## config.mk

```make
export PLATFORM = sky130hd
export DESIGN_NAME = seg7_scan_driver_flat
export DESIGN_NICKNAME = d
export VERILOG_FILES = /design/src/rtl/seg7_pkg.sv /design/src/rtl/seg7_scan_driver_if.sv /design/src/rtl/seg7_decode.sv /design/src/rtl/seg7_scan_driver.sv /design/src/flat_wrapper.sv
export SDC_FILE = /design/constraint.sdc
export NUM_CORES = 1
export LEC_CHECK = 0
export CAP_MARGIN = 20
export CORE_MARGIN = 5
export CORE_UTILIZATION = 35
export CTS_BUF_LIST = sky130_fd_sc_hd__clkbuf_2 sky130_fd_sc_hd__clkbuf_4 sky130_fd_sc_hd__clkbuf_8
export DETAILED_ROUTE_END_ITERATION = 8
export HOLD_SLACK_MARGIN = 0.06
export REMOVE_ABC_BUFFERS = 1
export SYNTH_ARGS = -nofsm -noshare
export SYNTH_HDL_FRONTEND = slang
export SYNTH_SLANG_ARGS = --single-unit
```

## constraint.sdc

```tcl
create_clock -name clock -period 5.9 [get_ports clock]
set_clock_uncertainty 0.2 [all_clocks]
set_input_delay 1.18 -clock clock [delete_from_list [all_inputs] [get_ports clock]]
set_output_delay 1.18 -clock clock [all_outputs]
set_load 0.02 [all_outputs]
```

## src/rtl/seg7_pkg.sv

```systemverilog
// Shared constants for the seven-segment scan driver: segment table and width helper.
package seg7_pkg;

  localparam logic [7:0] SEG_OFF = 8'hFF;

  // Active-low {dp,g,f,e,d,c,b,a} patterns, entry n = glyph for hex digit n
  localparam logic [15:0][7:0] SEG_TABLE = {
    8'h8E, 8'h86, 8'hA1, 8'hC6, 8'h83, 8'h88, 8'h98, 8'h80,
    8'hF8, 8'h82, 8'h92, 8'h99, 8'hB0, 8'hA4, 8'hF9, 8'hC0
  };

  function automatic int unsigned idx_width(input int unsigned n);
    if (n <= 2) return 1;
    return $clog2(n);
  endfunction

endpackage

```

## src/rtl/seg7_scan_driver_if.sv

```systemverilog
// Datapath-side bus of the scan driver: digit data in, board pin drive out.
interface seg7_scan_driver_if #(
  parameter int unsigned NUM_DIGITS = 8
);
  import seg7_pkg::*;

  localparam int unsigned IDX_W = idx_width(NUM_DIGITS);

  logic [4*NUM_DIGITS-1:0] value;
  logic [NUM_DIGITS-1:0]   dp_en;
  logic [NUM_DIGITS-1:0]   blank;
  logic                    lz_en;
  logic                    load;
  logic [NUM_DIGITS-1:0]   Anode;
  logic [7:0]              Cathode;
  logic [IDX_W-1:0]        digit_idx;
  logic                    frame_done;
  logic                    load_pending;

  modport master (
    output value, dp_en, blank, lz_en, load,
    input  Anode, Cathode, digit_idx, frame_done, load_pending
  );

  modport slave (
    input  value, dp_en, blank, lz_en, load,
    output Anode, Cathode, digit_idx, frame_done, load_pending
  );

endinterface

```

## src/rtl/seg7_decode.sv

```systemverilog
// Hex nibble to active-low segment pattern, with decimal point and forced blanking.
module seg7_decode
  import seg7_pkg::*;
(
  input  logic [3:0] nibble_i,
  input  logic       dp_i,
  input  logic       blank_i,
  output logic [7:0] seg_o
);

  always_comb begin
    seg_o = SEG_OFF;
    if (!blank_i) seg_o = SEG_TABLE[nibble_i] & {~dp_i, 7'h7F};
  end

endmodule

```

## src/rtl/seg7_scan_driver.sv

```systemverilog
// Time-multiplexed N-digit seven-segment driver: shadow registers, scan divider,
// leading-zero suppression, anti-ghost guard and registered pin outputs.
module seg7_scan_driver
  import seg7_pkg::*;
#(
  parameter int unsigned NUM_DIGITS = 8,
  parameter int unsigned CLK_DIV    = 100000,
  parameter int unsigned GUARD      = 16,
  parameter int unsigned ACTIVE_LOW = 1,
  parameter int unsigned SYNC_LOAD  = 1
) (
  input  logic              clock,
  input  logic              reset,
  seg7_scan_driver_if.slave bus
);

  localparam int unsigned ND    = NUM_DIGITS;
  localparam int unsigned IDX_W = idx_width(NUM_DIGITS);
  localparam int unsigned DIV_W = idx_width(CLK_DIV);
  localparam logic [ND-1:0] ANODE_OFF = (ACTIVE_LOW != 0) ? {ND{1'b1}} : {ND{1'b0}};
  localparam logic [7:0]    CATH_OFF  = (ACTIVE_LOW != 0) ? 8'hFF : 8'h00;

  logic [DIV_W-1:0]  div_cnt_q, div_cnt_d;
  logic [IDX_W-1:0]  digit_idx_q, digit_idx_d;
  logic [4*ND-1:0]   val_q, val_d, pend_val_q, pend_val_d;
  logic [ND-1:0]     dp_q, dp_d, pend_dp_q, pend_dp_d;
  logic [ND-1:0]     blank_q, blank_d, pend_blank_q, pend_blank_d;
  logic              load_pending_q, load_pending_d;
  logic              frame_done_q, frame_done_d;
  logic [ND-1:0]     anode_q, anode_d;
  logic [7:0]        cathode_q, cathode_d;

  logic              slot_end_c, frame_end_c, in_guard_c, lz_blank_c;
  logic [ND-1:0]     hi_zero_c;
  logic [7:0]        seg_c;

  // Scan position: divider within a slot, digit index across slots
  always_comb begin
    slot_end_c  = (div_cnt_q == DIV_W'(CLK_DIV - 1));
    frame_end_c = slot_end_c && (digit_idx_q == IDX_W'(ND - 1));
    div_cnt_d   = slot_end_c ? '0 : div_cnt_q + DIV_W'(1);
    digit_idx_d = digit_idx_q;
    if (slot_end_c) digit_idx_d = frame_end_c ? '0 : digit_idx_q + IDX_W'(1);
    // Registered pulse aligned with the last cycle of the last slot
    frame_done_d = (div_cnt_d == DIV_W'(CLK_DIV - 1)) && (digit_idx_d == IDX_W'(ND - 1));
  end

  // Shadow / pending load path; loads landing on the frame edge bypass pending
  always_comb begin
    val_d          = val_q;
    dp_d           = dp_q;
    blank_d        = blank_q;
    pend_val_d     = pend_val_q;
    pend_dp_d      = pend_dp_q;
    pend_blank_d   = pend_blank_q;
    load_pending_d = load_pending_q;
    if (SYNC_LOAD == 0) begin
      if (bus.load) begin
        val_d   = bus.value;
        dp_d    = bus.dp_en;
        blank_d = bus.blank;
      end
    end else if (frame_end_c) begin
      if (bus.load) begin
        val_d   = bus.value;
        dp_d    = bus.dp_en;
        blank_d = bus.blank;
      end else if (load_pending_q) begin
        val_d   = pend_val_q;
        dp_d    = pend_dp_q;
        blank_d = pend_blank_q;
      end
      load_pending_d = 1'b0;
    end else if (bus.load) begin
      pend_val_d     = bus.value;
      pend_dp_d      = bus.dp_en;
      pend_blank_d   = bus.blank;
      load_pending_d = 1'b1;
    end
  end

  // hi_zero_c[i]: every shadow nibble at index >= i is zero
  always_comb begin
    logic acc;
    acc       = 1'b1;
    hi_zero_c = '0;
    for (int i = ND - 1; i >= 0; i--) begin
      acc          = acc && (val_q[i*4 +: 4] == 4'h0);
      hi_zero_c[i] = acc;
    end
  end

  assign lz_blank_c = bus.lz_en && (digit_idx_q != '0) && hi_zero_c[digit_idx_q];
  assign in_guard_c = (32'(div_cnt_q) < GUARD);

  seg7_decode u_decode (
    .nibble_i (val_q[{digit_idx_q, 2'b00} +: 4]),
    .dp_i     (dp_q[digit_idx_q]),
    .blank_i  (blank_q[digit_idx_q] || lz_blank_c),
    .seg_o    (seg_c)
  );

  always_comb begin
    anode_d   = ANODE_OFF;
    cathode_d = CATH_OFF;
    if (!in_guard_c) begin
      anode_d   = ANODE_OFF ^ (ND'(1) << digit_idx_q);
      cathode_d = (ACTIVE_LOW != 0) ? seg_c : ~seg_c;
    end
  end

  always_ff @(posedge clock or posedge reset) begin
    if (reset) begin
      div_cnt_q      <= '0;
      digit_idx_q    <= '0;
      val_q          <= '0;
      dp_q           <= '0;
      blank_q        <= '0;
      pend_val_q     <= '0;
      pend_dp_q      <= '0;
      pend_blank_q   <= '0;
      load_pending_q <= 1'b0;
      frame_done_q   <= 1'b0;
      anode_q        <= ANODE_OFF;
      cathode_q      <= CATH_OFF;
    end else begin
      div_cnt_q      <= div_cnt_d;
      digit_idx_q    <= digit_idx_d;
      val_q          <= val_d;
      dp_q           <= dp_d;
      blank_q        <= blank_d;
      pend_val_q     <= pend_val_d;
      pend_dp_q      <= pend_dp_d;
      pend_blank_q   <= pend_blank_d;
      load_pending_q <= load_pending_d;
      frame_done_q   <= frame_done_d;
      anode_q        <= anode_d;
      cathode_q      <= cathode_d;
    end
  end

  assign bus.Anode        = anode_q;
  assign bus.Cathode      = cathode_q;
  assign bus.digit_idx    = digit_idx_q;
  assign bus.frame_done   = frame_done_q;
  assign bus.load_pending = load_pending_q;

endmodule

```

## src/flat_wrapper.sv

```systemverilog
// flat-port wrapper written by rule: the top's interface ports become plain ports
module seg7_scan_driver_flat import seg7_pkg::*;
#(
  parameter int unsigned NUM_DIGITS = 8,
  parameter int unsigned CLK_DIV    = 100000,
  parameter int unsigned GUARD      = 16,
  parameter int unsigned ACTIVE_LOW = 1,
  parameter int unsigned SYNC_LOAD  = 1
)
  (clock, reset, bus_value, bus_dp_en, bus_blank, bus_lz_en, bus_load, bus_Anode, bus_Cathode, bus_digit_idx, bus_frame_done, bus_load_pending);
  seg7_scan_driver_if #(.NUM_DIGITS(NUM_DIGITS)) bus_i ();
  input  logic clock;
  input  logic reset;
  input wire logic [$bits(bus_i.value)-1:0] bus_value;
  input wire logic [$bits(bus_i.dp_en)-1:0] bus_dp_en;
  input wire logic [$bits(bus_i.blank)-1:0] bus_blank;
  input wire logic [$bits(bus_i.lz_en)-1:0] bus_lz_en;
  input wire logic [$bits(bus_i.load)-1:0] bus_load;
  output wire logic [$bits(bus_i.Anode)-1:0] bus_Anode;
  output wire logic [$bits(bus_i.Cathode)-1:0] bus_Cathode;
  output wire logic [$bits(bus_i.digit_idx)-1:0] bus_digit_idx;
  output wire logic [$bits(bus_i.frame_done)-1:0] bus_frame_done;
  output wire logic [$bits(bus_i.load_pending)-1:0] bus_load_pending;
  assign bus_i.value = bus_value;
  assign bus_i.dp_en = bus_dp_en;
  assign bus_i.blank = bus_blank;
  assign bus_i.lz_en = bus_lz_en;
  assign bus_i.load = bus_load;
  assign bus_Anode = bus_i.Anode;
  assign bus_Cathode = bus_i.Cathode;
  assign bus_digit_idx = bus_i.digit_idx;
  assign bus_frame_done = bus_i.frame_done;
  assign bus_load_pending = bus_i.load_pending;
  seg7_scan_driver #(.NUM_DIGITS(NUM_DIGITS), .CLK_DIV(CLK_DIV), .GUARD(GUARD), .ACTIVE_LOW(ACTIVE_LOW), .SYNC_LOAD(SYNC_LOAD)) u_core (.clock(clock), .reset(reset), .bus(bus_i));
endmodule
```

# Word level (Yosys, flattened, before mapping)
# Memories as Yosys holds them, arrays and structs flattened.
# Cells that the tools add are included.
[totals] regBits=134 mem_bits_ro=128 wordCells=74 memories=1
[memory_table] name="(no name shown)" words=16 width=8 read_ports=1 rd_clocked_by_memory_dff=0 wr=0 line="seg7_decode.sv:13" text="if (!blank_i) seg_o = SEG_TABLE[nibble_i] & {~dp_i, 7'h7F};"
[op_classes] add_sub_neg=2 magnitude_cmp=3 n_eq_ne=4 n_shift=2 n_mux=21 bitwise_logic=4 n_reduce_logical=25
[ops] cell="32-bit 2-to-1 mux" count=2
[ops] cell="8-bit 2-to-1 mux" count=8
[ops] cell="17-bit equality test (second input constant)" count=2
[ops] cell="4-bit zero test" count=8
[ops] cell="32-bit by 6-bit indexed part select with 4-bit output" count=1
[ops] cell="17-bit by 1-bit adder with 17-bit output (second input constant)" count=1
[ops] cell="17-bit by 5-bit less-than comparator with 1-bit output (second input constant)" count=1
[ops] cell="17-bit 2-to-1 mux" count=1
[ops] cell="1-bit logical AND" count=11
[ops] cell="1-bit binary-select mux with 3-bit select" count=3
[ops] cell="8-bit AND" count=1
[ops] cell="8-bit NOT" count=1
[ops] cell="1-bit by 3-bit left shift with 8-bit output (first input constant)" count=1
[ops] cell="3-bit equality test (second input constant)" count=2
[ops] cell="3-bit 2-to-1 mux" count=2
[ops] cell="4-bit by 5-bit less-than comparator with 1-bit output (second input constant)" count=1
[ops] cell="1-bit 2-to-1 mux" count=5
[ops] cell="3-bit by 4-bit less-than comparator with 1-bit output (second input constant)" count=1
[ops] cell="2-bit AND reduction" count=2
[ops] cell="2-bit nonzero test" count=2
[ops] cell="3-bit by 1-bit adder with 3-bit output (second input constant)" count=1
[ops] cell="3-bit nonzero test" count=1
[ops] cell="1-bit NOT" count=2
[ops] cell="1-bit logical OR" count=1

# Longest topological paths before layout
# Gate-level depths: netlist of run 1.
[depth] depth_word=14 depth_mapped=10 ltp_nobuf=8

# Modules after synthesis
# Synthesis of run 1 repeated with hierarchy kept, for this count alone.
[hier_totals] hier_cells=575 hier_area_um2=6566.3
[modules_own_cells] module="seg7_scan_driver" instances=1 cells_each=533 area_each_um2=6262.3 seq_area_each_um2=3373.2
[modules_own_cells] module="seg7_decode" instances=1 cells_each=42 area_each_um2=304.0 seq_area_each_um2=0.0

# Worst setup path after synthesis of run 1
# No wires, ideal clock.
[synth_path] path_kind="input-to-reg" from="input port bus_lz_en" to="register u_core.cathode_q[2], in the netlist u_core.bus.Cathode[2]" arrival_time_ps=2517 required_ps=5589 path_slack_ps=3072 cell_stages=5 path_cell_list="or4b_2 a211o_1 nor4_1 a21oi_1 o311ai_0"
[synth_between] elab_chain_len=5
[synth_lines] element="start, declared" line="flat_wrapper.sv:17" text="input wire logic [$bits(bus_i.lz_en)-1:0] bus_lz_en;"
[synth_lines] element="1-bit logical AND (2 in series)" line="seg7_scan_driver.sv:93" text="assign lz_blank_c = bus.lz_en && (digit_idx_q != '0) && hi_zero_c[digit_idx_q];"
[synth_lines] element="1-bit logical OR" line="seg7_scan_driver.sv:99" text=".blank_i (blank_q[digit_idx_q] || lz_blank_c),"
[synth_lines] element="8-bit 2-to-1 mux" line="seg7_decode.sv:13"
[synth_lines] element="8-bit 2-to-1 mux" line="seg7_scan_driver.sv:106" text="if (!in_guard_c) begin"
[synth_lines] element="named net u_core.cathode_d[2]" line="seg7_scan_driver.sv:31" text="logic [7:0] cathode_q, cathode_d;"
[synth_lines] element="end signal, assigned" line="seg7_scan_driver.sv:138" text="cathode_q <= cathode_d;"
[synth_lines] element="end, declared" line="seg7_scan_driver.sv:31"
# The timed path passes the listed nets, and every way through them passes these cells.
# A chain may end at the register's enable or synchronous reset.

# Worst setup path after layout of run 1
[layout_path] from="register u_core.digit_idx_q[1], in the netlist u_core.bus.digit_idx[1]" to="output port bus_digit_idx[1]"
[layout_rtl] element="start, declared" line="seg7_scan_driver.sv:24" text="logic [IDX_W-1:0] digit_idx_q, digit_idx_d;"
[layout_rtl] element="start signal, assigned" line="seg7_scan_driver.sv:128" text="digit_idx_q <= digit_idx_d;"
[layout_rtl] element="end, declared" line="flat_wrapper.sv:21" text="output wire logic [$bits(bus_i.digit_idx)-1:0] bus_digit_idx;"
# No word-level cell between the ends.

==> results of run 1 <==
-- cells in the mapped netlist (all sizes together) (2+ instances only) --
library cell	instances	area, um2
clkbuf	18	67.56
xor2	6	52.55
and3	3	18.77
nand3	12	60.06
mux2i	61	610.6
inv	11	41.29
xnor2	8	70.07
nand2	77	291.5
nor3	4	20.02
nand2b	2	12.51
nand4	7	43.79
o211ai	2	15.01
a21oi	8	40.04
and2	5	31.28
a31oi	2	12.51
ha	12	150.1
or3	4	25.02
mux4	9	202.7
nor2b	2	12.51
nor4	13	93.84
dfstp	16	420.4
dfrtp	118	2953
o221ai	3	26.28
mux2	50	630.6
o21ai	58	290.3
nor2	18	67.56
buf	19	181.4
a211oi	2	15.01
-- kinds of logic (layout without fill, tap and decap cells) --
logic type	count (synthesis)	in the layout	synth area share (%)
adders and majority gates	12	12	2.269
xor gates and xnor gates	14	14	1.853
DFF	134	134	50.98
AOI/OAI and AO/OA	85	85	7.489
muxes	120	120	21.82
and+or+nand+nor	154	154	11.20
buffers and inverters	48	122	4.387
-- cells in the final DEF, fill, tap and decap left out, types with 3 or more instances in the layout --
master and count:
o221ai_1 3, nor2_1 18, clkinvlp_4 3, or3_1 4, a21oi_1 8, clkinv_2 4
mux4_2 9, mux2_4 18, mux2_2 30, and2_1 4, buf_4 7, clkdlybuf4s50_1 71
o21ai_1 41, nand4_1 7, bufinv_16 3, xor2_1 6, dfstp_2 16, clkbuf_8 20
nor3_1 4, dfrtp_1 118, nor4_1 11, and3_1 3, mux2i_1 61, o21ai_0 17
xnor2_1 8, nand2_1 76, inv_1 10, nand3_1 12, ha_1 12
-- power by group --
| part | switching (mW) | internal [mW] | leakage (nW) |
|---|---|---|---|
| Sequential | 0.0161 | 0.951 | 1.69 |
| Clock | 0.359 | 0.451 | 0.211 |
| Combinational | 0.0631 | 0.0860 | 1.43 |
| Total | 0.438 | 1.49 | 3.32 |
-- sequential cells by signal (all words and copies together), names as in the netlist --
register and count:
u_core.bus.Anode 8, u_core.blank_q 8, u_core.bus.digit_idx 3, u_core.dp_q 8
u_core.pend_val_q 32, u_core.val_q 32, u_core.bus.frame_done 1, u_core.pend_blank_q 8
u_core.bus.load_pending 1, u_core.div_cnt_q 17, u_core.pend_dp_q 8, u_core.bus.Cathode 8
-- cell type report --
class / count / share of cell area [%]
repair buffers: 79 / 9.779
well taps: 234 / 3.727
clock buffers: 20 / 3.504
clock inverters: 12 / 1.911
inverters: 11 / 0.5574
multi-input cells: 385 / 37.59
flip-flops and latches: 134 / 42.94
-- through the flow --
step / area [um2] / utilization (%)
floorplan: 6367 / -
global placement: 7431 / 39.86
detailed placement: 7431 / 39.86
CTS: 7856 / 42.14
global route: 7856 / 42.14
finish: 7856 / 42.14
-- how the worst max path moves through the flow --
stage,start,end,slack [ns],depth (start not counted)
2_1_floorplan,reset,u_core.blank_q[0],0.96,1
3_3_place_gp,bus_lz_en,u_core.bus.Cathode[2],2.41,6
3_5_place_dp,bus_lz_en,u_core.bus.Cathode[2],2.34,6
4_1_cts,u_core.bus.digit_idx[1],bus_digit_idx[1],2.49,1
5_1_grt,u_core.bus.digit_idx[1],u_core.pend_blank_q[6],2.40,6
6_report,u_core.bus.digit_idx[1],bus_digit_idx[1],2.54,1
-- routing by layer --
layer	track usage, %	wire length [um]	part of all wire (%)
met1	18.37	6601	47
met2	21.73	6701	48
met3	3.679	540	3.9
met4	4.101	153	1.1
met5	0	0	0
==> results.py, run 1 <==
metrics = {
    "sta": {
        "fin_ws_ns": 2.544,
        "fmax_ghz": 0.2980,
        "worst_pin_slew_ns": 0.8740,
        "slew_headroom_pct": 41.25,
        "hold_ws_ns": 0.2846,
        "final.setup.tns_ns": 0,
        "rsz0062_at_grt": "false",
        "post-route-period-util_pct": 56.88,
        "hold_violations": 0,
        "setup_viol": 0,
        "slew_violations": 0,
        "layout_min_cycle_time_ns": 3.356,
    },
    "clock_network": {
        "cts_hold_buf": 0,
        "cts.sinks": 134,
        "clk_latency_ns": 0.43,
        "post_cts.repair.setup_buffers": 0,
        "clk_pin_slew_ns": 0.08,
        "cts_buffer_depth": 2,
        "cts_resized": 0,
        "cts_root_buffer": "clkbuf_8",
        "cts_max_level": 4,
        "cts_tree": "done",
        "cts_made_buffers": 17,
    },
    "run": {
        "max_cap_violations": 0,
    },
    "die": {
        "initial_core_util_pct": 35.49,
        "die_w_um": 147.5,
        "die_height_um": 147.5,
        "core.rowCount": 50,
        "io_pins": 73,
        "coreArea_um2": 18640,
        "fp.dieArea_um2": 21750,
    },
    "global_routing": {
        "grt_pass1_wl_um": 23840,
        "overflow": 0,
        "antenna_found_initial": 0,
        "grt_usage_pct": 13.66,
        "grt_pass1_vias": 4567,
        "grt_start_max_net_pins": 97,
    },
    "placement": {
        "hpwl_um": 9809,
        "io_buffers": 72,
        "dp_slack_ns": 2.335,
        "gp_congestion": 0.8276,
        "dp.cells": 843,
    },
    "detailed_routing": {
        "routed_wl_um": 14000,
        "first_iter_violations": 214,
        "drtPass1Iterations": 4,
        "vias": 4366,
        "post_drt_wl_per_cell_um": 16.00,
        "vias_per_cell": 4.990,
        "drc": 0,
        "ant_nets": 0,
    },
    "finish": {
        "area.sequential_um2": 3373,
        "multi_input_area_um2": 2953,
        "final_cell_count_no_fill": 875,
        "syn2layout_area_growth_pct": 18.74,
        "layout-drive-gt1-share_pct": 18.88,
        "fin_nets": 692,
        "fill_cells": 1770,
        "n_antenna_cell": 0,
    },
    "worst_setup_path": {
        "crit_path_top_delay_cell": "dfrtp_1",
        "r2r-start": "u_core.bus.digit_idx[1]",
        "cp_num_buf_inv": 1,
        "critPathKind": "reg -> out",
        "r2r_cells": 6,
        "endpoint_kind": "output port",
        "arrival_ns": 1.98,
        "worstPathMaxFanout": 16,
        "critPathLaunchType": "flip-flop",
        "worst-r2r-setup-slack_ns": 2.58,
        "crit_family": "flip-flops",
        "path_cells": "clkdlybuf4s50_1",
        "worst_ep_required_time_ns": 4.52,
        "cpPeakStageDelay_ns": 0.78,
        "reg2reg_to": "u_core.pend_val_q[20]",
    },
    "pwr": {
        "power_density_nw_per_um2": 245.2,
        "p_leak_nw": 3.324,
        "vdd_drop_max_mv": 0.1242,
        "power_mw": 1.926,
    },
    "yosys": {
        "avgSynthCellArea_um2": 11.67,
        "syn_area_um2": 6616,
        "synth_ff_type": "dfrtp_1",
        "synth_edf_count": 0,
        "synthArstFlopShare_pct": 100.0,
        "syn-instance-count": 567,
        "synthDistinctLibCells": 54,
        "synth_warnings": 0,
        "ys_seq_area_share_pct": 50.98,
        "ys_ff_latch": 134,
    },
    "hold_path": {
        "min-delay-start": "u_core.blank_q[3]",
        "min_path_type": "reg -> reg",
        "min_delay_worst_endpoint": "u_core.blank_q[3]",
        "hold_depth": 2,
    },
    "outcome": {
        "status": "completed",
    },
}
Power figures use the tool's default switching activity.
==> inputs of run 2 (changes only) <==
==> constraint.sdc (replaced) <==
create_clock -name clock -period 3.5 [get_ports clock]
set_clock_uncertainty 0.2 [all_clocks]
set_input_delay 0.7 -clock clock [delete_from_list [all_inputs] [get_ports clock]]
set_output_delay 0.7 -clock clock [all_outputs]
set_load 0.02 [all_outputs]
==> run 2 against run 1 <==
Net effect: count of clock-buffer cells in the layout unchanged; flip-flop and latch count unchanged; design area up 0.70%; first-iteration DRC count up 43%; via count up 2.4%; critical path type unchanged.
==> results.py, run 2 (synthesized netlist as in run 1, its figures left out) <==
metrics = {
    "global_routing": {
        "grt_start_max_net_pins": 81,
        "overflow": 0,
        "grt_pass1_wl_um": 24580,
        "grt_pass1_vias": 4801,
        "use_met3_pct": 3.342,
        "grt_usage_pct": 14.19,
        "busiest_layer": "met2",
        "met1_usage_pct": 19.16,
        "antenna_found_initial": 0,
        "met2_usage_pct": 22.24,
    },
    "clock_network": {
        "cts_tree": "done",
        "cts_hold_buf": 0,
        "cts_root_buffer": "clkbuf_8",
        "cts_made_buffers": 17,
        "clk_pin_slew_ns": 0.07,
        "cts_resized": 0,
        "clk_latency_ns": 0.45,
        "post_cts.repair.setup_buffers": 0,
        "cts_buffer_depth": 2,
        "cts.sinks": 134,
        "cts_max_level": 4,
    },
    "placement": {
        "hpwl_um": 10510,
        "io_buffers": 72,
        "gp_congestion": 0.8542,
    },
    "die": {
        "io_pins": 73,
        "die_w_um": 147.5,
        "coreArea_um2": 18640,
        "initial_core_util_pct": 35.49,
        "core.rowCount": 50,
        "fp.dieArea_um2": 21750,
        "die_height_um": 147.5,
    },
    "run": {
        "max_cap_violations": 0,
    },
    "finish": {
        "top_regs": "u_core.pend_val_q (32), u_core.val_q (32), u_core.div_cnt_q (17)",
        "fin_nets": 696,
        "syn2layout_area_growth_pct": 19.57,
        "layout-drive-gt1-share_pct": 19.38,
        "fill_cells": 1794,
        "mostFrequentLayoutCells": "dfrtp_1 (118), nand2_1 (76), clkdlybuf4s50_1 (71)",
        "area.sequential_um2": 3373,
        "multi_input_area_um2": 2953,
        "final_common_cell": "dfrtp_1",
        "n_antenna_cell": 0,
    },
    "detailed_routing": {
        "first_iter_violations": 306,
        "drc": 0,
        "routed_wl_um": 14710,
        "drtPass1Iterations": 4,
        "vias": 4469,
        "ant_nets": 0,
        "post_drt_wl_per_cell_um": 16.74,
        "vias_per_cell": 5.084,
    },
    "sta": {
        "layout_min_cycle_time_ns": 3.078,
        "worst_pin_slew_ns": 0.9152,
        "slew_headroom_pct": 38.98,
        "final.setup.tns_ns": 0,
        "hold_violations": 0,
        "post-route-period-util_pct": 87.94,
        "rsz0062_at_grt": "false",
        "slew_violations": 0,
        "fmax_ghz": 0.3249,
        "setup_viol": 0,
    },
    "pwr": {
        "power_mw": 3.267,
        "p_leak_nw": 3.353,
        "power_density_nw_per_um2": 413.0,
        "vdd_drop_max_mv": 0.2627,
    },
    "worst_setup_path": {
        "path_cells": "clkdlybuf4s50_1",
        "crit_family": "flip-flops",
        "r2r_cells": 6,
        "crit_path_top_delay_cell": "dfrtp_1",
        "worstPathMaxFanout": 20,
        "worst-r2r-setup-slack_ns": 0.47,
        "cp_num_buf_inv": 1,
        "worst_ep_required_time_ns": 2.60,
        "arrival_ns": 2.18,
        "critPathKind": "reg -> out",
        "critPathCapture": "bus_digit_idx[0]",
        "cp-startpoint": "u_core.bus.digit_idx[0]",
        "reg2reg_to": "u_core.bus.Cathode[1]",
        "critPathLaunchType": "flip-flop",
        "crit_cells": 1,
        "r2r-start": "u_core.bus.digit_idx[0]",
        "cpPeakStageDelay_ns": 0.94,
        "endpoint_kind": "output port",
    },
    "hold_path": {
        "min-delay-start": "u_core.blank_q[4]",
        "min_path_type": "reg -> reg",
        "hold_depth": 2,
    },
    "outcome": {
        "status": "completed",
    },
}
[run 2: cell count changes in the layout (fill, tap and decap cells not counted)]
cell,change
buf_12,+2
buf_4,+2
[run 2: metrics by stage]
step | instances | utilization, % | worst slack, ns | area, um2 | hold WS (ns)
after global placement | 847 | 40.15 | 0.5084 | 7486 | 0.2738
after detailed placement | 847 | 40.15 | 0.4494 | 7486 | 0.2776
after floorplan | 530 | - | -0.9810 | 6367 | 0.2446
final | 879 | 42.44 | 0.4221 | 7911 | 0.2886
after global routing | 879 | 42.44 | 0.1688 | 7911 | 0.3123
after CTS | 879 | 42.44 | 0.3765 | 7911 | 0.2904
[run 2: routing by layer]
metal / share of wire, % / vias to the layer above / routed length [um]
met2: 46 / 101 / 6778
li1: - / 2166 / -
met1: 48 / 2185 / 7075
met3: 3.8 / 17 / 556
met5: 0 / - / 0
met4: 2.1 / 0 / 302
[run 2: area by class of cell]
| cell class | count | area share [%] |
|---|---|---|
| Tap cell | 234 | 3.701 |
| Sequential cell | 134 | 42.64 |
| Clock inverter | 12 | 1.898 |
| Timing Repair Buffer | 83 | 10.41 |
| Inverter | 11 | 0.5535 |
| Clock buffer | 20 | 3.479 |
| Multi-Input combinational cell | 385 | 37.32 |
[run 2: how the worst min path moves through the flow]
stage	endpoint	slack (ns)
after floorplan	u_core.blank_q[2]	0.24
after global placement	u_core.dp_q[6]	0.27
after detailed placement	u_core.blank_q[2]	0.28
after CTS	u_core.div_cnt_q[0]	0.29
after global routing	u_core.dp_q[2]	0.31
final	u_core.blank_q[4]	0.29
[run 2: report_power, final]
part | internal (mW) | leakage [nW] | switching [mW] | total, mW
clock network | 0.759 | 0.211 | 0.619 | 1.38
logic | 0.149 | 1.45 | 0.109 | 0.258
registers | 1.60 | 1.69 | 0.0279 | 1.63
==> inputs of run 3 (changes only) <==
--- a/config.mk
+++ b/config.mk
@@ -7,10 +7,11 @@
 export LEC_CHECK = 0
 export CAP_MARGIN = 20
 export CORE_MARGIN = 5
-export CORE_UTILIZATION = 35
+export CORE_UTILIZATION = 45
 export CTS_BUF_LIST = sky130_fd_sc_hd__clkbuf_2 sky130_fd_sc_hd__clkbuf_4 sky130_fd_sc_hd__clkbuf_8
 export DETAILED_ROUTE_END_ITERATION = 8
 export HOLD_SLACK_MARGIN = 0.06
+export PLACE_DENSITY = 0.66
 export REMOVE_ABC_BUFFERS = 1
 export SYNTH_ARGS = -nofsm -noshare
 export SYNTH_HDL_FRONTEND = slang
==> run 3 against run 2 <==
Net effect: core utilization increased by 12 points; sequential power about the same; hold slack got worse by 0.0072 ns; first-iteration DRC count increased by 69%; design area decreased by 1.1%; via count decreased by 0.34%; fmax decreased by 2.2%; clock power decreased by 9%; non-clock buffer count decreased by 1; wire length decreased by 6.3%; sequential share of layout area increased by 0.46 points; flip-flop and latch count unchanged.
==> results.py, run 3 (synthesized netlist as in run 1, its figures left out) <==
metrics = {
    "worst_setup_path": {
        "arrival_ns": 2.25,
        "endpoint_kind": "output port",
        "worst_ep_required_time_ns": 2.60,
        "critPathKind": "reg -> out",
        "crit_path_top_delay_cell": "dfrtp_1",
        "critPathLaunchType": "flip-flop",
        "cpPeakStageDelay_ns": 0.88,
        "worstPathMaxFanout": 18,
        "r2r_cells": 6,
        "path_cells": "buf_4 -> clkdlybuf4s50_1",
    },
    "detailed_routing": {
        "drtPass1Iterations": 5,
        "vias_per_cell": 5.379,
        "post_drt_wl_per_cell_um": 16.65,
        "ant_nets": 0,
        "vias": 4454,
        "drc": 0,
        "routed_wl_um": 13780,
        "first_iter_violations": 516,
    },
    "pwr": {
        "power_mw": 3.152,
        "p_leak_nw": 3.356,
        "vdd_drop_max_mv": 0.2197,
        "power_density_nw_per_um2": 402.7,
    },
    "sta": {
        "post-route-period-util_pct": 89.91,
        "fmax_ghz": 0.3178,
        "layout_min_cycle_time_ns": 3.147,
        "worst_pin_slew_ns": 0.8284,
        "hold_violations": 0,
        "setup_viol": 0,
        "slew_violations": 0,
        "slew_headroom_pct": 44.78,
        "rsz0062_at_grt": "false",
        "fin_ws_ns": 0.3531,
    },
    "outcome": {
        "status": "completed",
    },
    "finish": {
        "fill_cells": 1252,
        "area.sequential_um2": 3373,
        "final_cell_area_um2": 7828,
        "layout-drive-gt1-share_pct": 19.25,
        "final_common_cell": "dfrtp_1",
        "multi_input_area_um2": 2953,
        "final_cell_count_no_fill": 828,
        "n_antenna_cell": 0,
        "top_regs": "u_core.pend_val_q (32), u_core.val_q (32), u_core.div_cnt_q (17)",
        "syn2layout_area_growth_pct": 18.31,
        "mostFrequentLayoutCells": "dfrtp_1 (118), nand2_1 (76), clkdlybuf4s50_1 (71)",
        "fin_nets": 695,
    },
    "placement": {
        "place_area_um2": 7428,
        "io_buffers": 72,
        "hpwl_um": 9671,
        "gp_congestion": 0.8998,
        "dp.cells": 796,
        "dp_slack_ns": 0.4377,
    },
    "clock_network": {
        "cts_buffer_depth": 2,
        "cts_resized": 0,
        "post_cts.repair.setup_buffers": 0,
        "clk_pin_slew_ns": 0.07,
        "clk_latency_ns": 0.44,
        "cts_made_buffers": 17,
        "cts_max_level": 4,
        "cts_tree": "done",
        "cts.sinks": 134,
        "cts_root_buffer": "clkbuf_8",
        "cts_hold_buf": 0,
    },
    "die": {
        "die_w_um": 131.3,
        "coreArea_um2": 14480,
        "io_pins": 73,
        "die_height_um": 131.3,
        "fp.dieArea_um2": 17230,
        "initial_core_util_pct": 45.70,
        "core.rowCount": 44,
    },
    "hold_path": {
        "hold_depth": 2,
        "min_path_type": "reg -> reg",
    },
    "run": {
        "max_cap_violations": 0,
    },
    "global_routing": {
        "overflow": 0,
        "grt_start_max_net_pins": 55,
        "antenna_found_initial": 0,
        "grt_pass1_vias": 4618,
        "grt_pass1_wl_um": 23600,
        "grt_usage_pct": 16.73,
    },
}
==> run 3: cell types whose count changed in the layout (fill, tap and decap cells not counted) <==
cell	previous run	this run
bufinv_16	3	1
clkbuf_8	20	23
clkinv_4	1	0
clkinv_2	4	3
inv_6	1	0
clkinvlp_4	3	0
buf_4	9	7
buf_12	2	3
clkbuf_4	0	5
==> run 3: path summary, 6_finish.rpt <==
kind / slack [ns] / to / startpoint
worst max-delay path: 0.35 / bus_digit_idx[0] / u_core.bus.digit_idx[0]
worst min-delay path: 0.28 / u_core.blank_q[3] / u_core.blank_q[3]
worst max register to register: 0.47 / u_core.bus.Cathode[2] / u_core.bus.digit_idx[0]
worst min register to register: 0.28 / u_core.blank_q[3] / u_core.blank_q[3]
max in group asynchronous: 1.84 / u_core.bus.Cathode[6] / reset
min in group asynchronous: 0.53 / u_core.pend_blank_q[2] / reset
==> run 3: report_power, final <==
group	switching, mW	internal, mW
clock	0.550	0.713
sequential	0.0266	1.60
combinational	0.108	0.149
==> run 3: critical path, delay by kind of cell (launching register included) <==
family,cells,cell delay [ns]
buffers and inverters,2,0.93
DFF,1,0.88
==> run 3: metrics by stage <==
step / hold slack [ns] / utilization, % / TNS (ns)
final: 0.2814 / 54.06 / 0
after global routing: 0.3145 / 54.06 / 0
after CTS: 0.2860 / 54.06 / 0
after detailed placement: 0.2702 / 51.30 / 0
after global placement: 0.2640 / 51.30 / 0
after floorplan: 0.2446 / - / -159.02
==> run 3: cell type report <==
type | instances | area share [%]
Timing Repair Buffer | 82 | 10.58
Multi-Input combinational cell | 385 | 37.72
Tap cell | 184 | 2.941
Sequential cell | 134 | 43.09
Inverter | 11 | 0.5595
Clock inverter | 4 | 0.5754
Clock buffer | 28 | 4.524
==> run 3: per-layer routing <==
metal / track usage, % / wire length, um
met2: 26.10 / 6581
met4: 5.657 / 181
met5: 0 / 0
met3: 4.472 / 591
met1: 22.76 / 6428
